--- config.mk ---
export PLATFORM = sky130hd
export DESIGN_NAME = xgxs_enc_8b10b
export DESIGN_NICKNAME = d
export VERILOG_FILES = /design/src/rtl/xgxs_enc_8b10b.sv
export SDC_FILE = /design/constraint.sdc
export NUM_CORES = 1
export LEC_CHECK = 0
export ABC_AREA = 1
export CAP_MARGIN = 40
export CORE_MARGIN = 2
export CORE_UTILIZATION = 35
export CTS_BUF_LIST = sky130_fd_sc_hd__clkbuf_16
export CTS_CLUSTER_DIAMETER = 80
export CTS_CLUSTER_SIZE = 30
export DETAILED_ROUTE_END_ITERATION = 10
export PLACE_DENSITY = 0.62
export SYNTH_ARGS = -nofsm -noshare
export SYNTH_HDL_FRONTEND = slang
export SYNTH_SLANG_ARGS = --single-unit
export TNS_END_PERCENT = 10
--- constraint.sdc ---
create_clock -name clk -period 3.6 [get_ports clk]
set_input_delay 0.72 -clock clk [delete_from_list [all_inputs] [get_ports clk]]
set_output_delay 0.72 -clock clk [all_outputs]
set_load 0.02 [all_outputs]
--- src/rtl/xgxs_enc_8b10b.sv ---
// Registered 8b/10b encoder for one XGXS lane: table-driven 5b/6b + 3b/4b with
// a single running-disparity flop and code/disparity error injection.
module xgxs_enc_8b10b (
  input  logic       clk,
  input  logic       rst,
  input  logic [7:0] encode_data_in,
  input  logic       konstant,
  input  logic       bad_code,
  input  logic       bad_disp,
  output logic [9:0] encode_data_out,
  output logic       disp_out
);

  logic       rd_q;
  logic       k_valid, force_err, kc, k28;
  logic [4:0] x;
  logic [2:0] y;
  logic       rd_in, rd6, rd_next;
  logic [5:0] base6, c6;   // abcdei, a in bit 5
  logic [3:0] base4, c4;   // fghj, f in bit 3
  logic       unbal6, unbal4, flip6, flip4, use_a7;
  logic [9:0] word;

  always_comb begin
    k_valid   = (encode_data_in[4:0] == 5'd28) ||
                (encode_data_in inside {8'hF7, 8'hFB, 8'hFD, 8'hFE});
    force_err = bad_code | (konstant & ~k_valid);

    // An error replaces the character with K30.7 at the true RD; bad_disp is moot then.
    if (force_err) begin
      x     = 5'd30;
      y     = 3'd7;
      kc    = 1'b1;
      rd_in = rd_q;
    end else begin
      x     = encode_data_in[4:0];
      y     = encode_data_in[7:5];
      kc    = konstant;
      rd_in = rd_q ^ bad_disp;
    end
    k28 = kc && (x == 5'd28);

    if (k28) base6 = 6'b001111;
    else begin
      case (x)
        5'd0:  base6 = 6'b100111;  5'd1:  base6 = 6'b011101;
        5'd2:  base6 = 6'b101101;  5'd3:  base6 = 6'b110001;
        5'd4:  base6 = 6'b110101;  5'd5:  base6 = 6'b101001;
        5'd6:  base6 = 6'b011001;  5'd7:  base6 = 6'b111000;
        5'd8:  base6 = 6'b111001;  5'd9:  base6 = 6'b100101;
        5'd10: base6 = 6'b010101;  5'd11: base6 = 6'b110100;
        5'd12: base6 = 6'b001101;  5'd13: base6 = 6'b101100;
        5'd14: base6 = 6'b011100;  5'd15: base6 = 6'b010111;
        5'd16: base6 = 6'b011011;  5'd17: base6 = 6'b100011;
        5'd18: base6 = 6'b010011;  5'd19: base6 = 6'b110010;
        5'd20: base6 = 6'b001011;  5'd21: base6 = 6'b101010;
        5'd22: base6 = 6'b011010;  5'd23: base6 = 6'b111010;
        5'd24: base6 = 6'b110011;  5'd25: base6 = 6'b100110;
        5'd26: base6 = 6'b010110;  5'd27: base6 = 6'b110110;
        5'd28: base6 = 6'b001110;  5'd29: base6 = 6'b101110;
        5'd30: base6 = 6'b011110;  default: base6 = 6'b101011;
      endcase
    end
    unbal6 = ($countones(base6) != 3);
    flip6  = unbal6 | ((x == 5'd7) & ~k28);
    c6     = (rd_in && flip6) ? ~base6 : base6;
    rd6    = rd_in ^ unbal6;

    use_a7 = (y == 3'd7) &&
             (kc || (!rd6 && (x inside {5'd17, 5'd18, 5'd20})) ||
                    ( rd6 && (x inside {5'd11, 5'd13, 5'd14})));
    if (use_a7) base4 = 4'b0111;
    else if (k28) begin
      // K28 inverts the balanced 4b codes relative to data to form the comma.
      case (y)
        3'd0: base4 = 4'b1011;  3'd1: base4 = 4'b0110;
        3'd2: base4 = 4'b1010;  3'd3: base4 = 4'b1100;
        3'd4: base4 = 4'b1101;  3'd5: base4 = 4'b0101;
        default: base4 = 4'b1001;
      endcase
    end else begin
      case (y)
        3'd0: base4 = 4'b1011;  3'd1: base4 = 4'b1001;
        3'd2: base4 = 4'b0101;  3'd3: base4 = 4'b1100;
        3'd4: base4 = 4'b1101;  3'd5: base4 = 4'b1010;
        3'd6: base4 = 4'b0110;  default: base4 = 4'b1110;
      endcase
    end
    unbal4  = ($countones(base4) != 2);
    flip4   = unbal4 | (base4 == 4'b1100) | k28;
    c4      = (rd6 && flip4) ? ~base4 : base4;
    rd_next = rd6 ^ unbal4;

    word = {c4[0], c4[1], c4[2], c4[3], c6[0], c6[1], c6[2], c6[3], c6[4], c6[5]};
  end

  always_ff @(posedge clk or posedge rst) begin
    if (rst) begin
      encode_data_out <= '0;
      rd_q            <= 1'b0;
    end else begin
      encode_data_out <= word;
      rd_q            <= rd_next;
    end
  end

  assign disp_out = rd_q;

endmodule

==> impl_metrics.tcl <==
set metrics [dict create \
    netlist_top_cells_count "nand2_1, inv_1, nand3_1, nor2_1, ha_1" \
    cp_num_buf_inv 26 \
    vias_per_cell 4.60 \
    cp.required_ps 3750 \
    hold_viol 0 \
    failed_checks "negative setup slack" \
    cts_root_buf "clkbuf_16" \
    area_delta_synth_final_pct 83.6 \
    fin_area_um2 2640 \
    drc 0 \
    routed_wl_um 4270 \
    antenna_found_initial 0 \
    path_common_cell "buf_4" \
    syn_area_um2 1440 \
    cellLeakagePower_nw 1.36 \
    grt_overflow 0 \
    cts_sinks 11 \
    dp.cells 334 \
    setup_viol 11 \
    ys_ff_latch 11 \
    drive_gt1_share_pct 53.3 \
    fmax_ghz 0.155 \
    dpl-instance-area_um2 2260 \
    synth_ff_type "dfrtp_1" \
    rows 23 \
    clkLatencyLatePin_ps 240 \
    synth.area.top_cells "dfrtp_1, ha_1, nand2_1" \
    via_count 1680 \
    place_hpwl_um 3090 \
    grt_max_degree 12 \
    wl_per_cell_um 11.7 \
    max-clock-path-buffers 2 \
    fin_crit_ps 6450 \
    synthArstFlopShare_pct 100 \
    yosys.area.top_type_share_pct 19.2 \
    worstPathMaxFanout 3 \
    antenna_left 0 \
    r2r-end "encode_data_out[9]" \
    reg2reg_depth 20 \
    crit_cells 42 \
    gp_congestion 0.903 \
    synth_top_family_by_area "simple AND/OR/NAND/NOR gates" \
    outcome "finished, violations left" \
    yosys.area_share.simple_pct 33.9 \
    arrival_ps 6600 \
    layoutNonFillerInstCount 365 \
    timing.final.crit_share_pct 179 \
    path_class "in -> reg" \
    slew_viol_final 0 \
    crit_start "bad_code" \
    path_clk_slew_ps 40 \
    numCtsBuffers 3 \
    ios 24 \
    worstMarginPinSlew_ps 375 \
    diodes 0 \
    synth_fa_ha_area_share_pct 16.0 \
    critPathMaxStageDelay_ps 420 \
    first_global_vias 1575 \
    placement.io_buffers 23 \
    synth_edf_count 0 \
    grt_pass1_wl_um 7110 \
    core_um2 3970 \
    crit_family "buffers and inverters" \
    final_core_util_pct 66.4 \
    power.density_nw_per_um2 484 \
    synth_top_area_cell "dfrtp_1" \
    skew_ps 1.48 \
    holdWs_ps 763 \
    cts_tree "yes" \
    yosys-mux-area-fraction_pct 0 \
    die_h_um 68.0 \
    final_nets 345 \
    start_kind "input port" \
    synth_fp_nets 234 \
    synth_cell_type_count 35 \
    cts.htree.levels 1 \
    reg2reg_slack_ps 340 \
    crit_end "encode_data_out[0]" \
    synth_warnings 0 \
    first_pass_iters 4 \
    fp.dieW_um 68.0 \
    timing.slew.headroom_pct 75.0 \
    syn_inst 205 \
    place_ws_ps -3500 \
    yosysMostFrequentCell "nand2_1" \
    ys_seq_area_share_pct 19.2 \
    max-vdd-ir-drop_mv 0.187 \
    hp-class "in -> async" \
    dieArea_um2 4630 \
    rsz0062_at_grt "yes" \
    cp-end-kind "flip-flop" \
    r2r_start "disp_out" \
    track_usage_pct 20.1 \
    slowest_stage "fa_1" \
    avgSynthCellArea_um2 7.00 \
    synthXorXnorAreaFrac_pct 4.88 \
    cap_violations 0 \
    initial_core_util_pct 36.1 \
    drt_iter0_markers 49 \
    postLayoutSetupSlackWorst_ps -2850 \
    synth_compound_area_share_pct 13.7 \
]
==> report_power, final <==
part | switching [mW] | internal [mW]
clock network | 0.0510 | 0.145
logic | 0.416 | 0.450
registers | 0.0233 | 0.189
==> layer usage <==
metal	part of all wire (%)	track usage, %	vias up	wire, um
met1	46	25.3	775	1960
met2	51	37.4	34	2160
met5	0	0	-	0
met4	0.59	3.00	0	25
met3	2.8	1.97	5	121
li1	-	-	866	-
==> flip-flops by register name (all words and copies together), names as in the netlist <==
name             count
encode_data_out     10
disp_out             1
==> cell usage in the layout, fill, tap and decap left out, drive strengths merged <==
master / synthesis / final
o22ai: 1 / 1
o21a: 1 / 1
or3b: 1 / 1
a31oi: 1 / 1
buf: 1 / 92
a22oi: 2 / 2
nor3: 2 / 2
fa: 4 / 4
a211oi: 1 / 1
clkbuf: 0 / 3
nand4: 4 / 4
o21ai: 15 / 15
a221oi: 1 / 1
xor2: 8 / 8
nand3: 19 / 19
nand2: 49 / 49
dfrtp: 11 / 11
clkdlybuf4s15: 0 / 2
ha: 12 / 12
nor2: 19 / 19
or2: 2 / 2
clkdlybuf4s50: 0 / 13
a21oi: 5 / 5
clkinv: 2 / 2
inv: 42 / 43
o21bai: 2 / 2
==> per-stage QoR <==
step | total power [mW] | TNS [ps]
final | 1.27 | -30770
after global routing | 1.36 | -33640
after CTS | 1.24 | -29000
after detailed placement | 0.899 | -28180
after global placement | 0.884 | -27520
after floorplan | 0.601 | -20100
==> cell families after synthesis <==
family                   after synthesis
buffers and inverters                 45
AND/OR/NAND/NOR                       96
XOR/XNOR                               8
flip-flops                            11
adder cells (fa/ha/maj)               16
AO/OA/AOI/OAI                         29
==> cell type report <==
class / instances / area [um^2]
clock inverters: 1 / 3.75
well taps: 50 / 62.6
clock buffers: 3 / 75.1
flip-flops and latches: 11 / 275
repair buffers: 107 / 885
multi-input cells: 149 / 1160
fillers: 343 / 1340
inverters: 44 / 174
==> worst min-delay path by stage <==
stage	start	endpoint	slack, ps	cells after the start
2_1_floorplan	rst	disp_out	570	1
3_3_place_gp	disp_out	disp_out	1010	6
3_5_place_dp	rst	encode_data_out[1]	1010	2
4_1_cts	rst	encode_data_out[1]	780	2
5_1_grt	rst	encode_data_out[1]	800	2
6_report	rst	encode_data_out[1]	760	2
==> timing repair <==
| action | CTS | global route |
|---|---|---|
| setup buffers | 26 | 1 |
| resized for setup | 68 | 4 |
| pin swaps | 40 | 18 |
| endpoints found under the hold margin | 0 | 0 |
| hold buffers | 0 | 0 |
| setup endpoints to repair | 11 | 11 |
No activity file was read; power rests on OpenSTA's default activity.
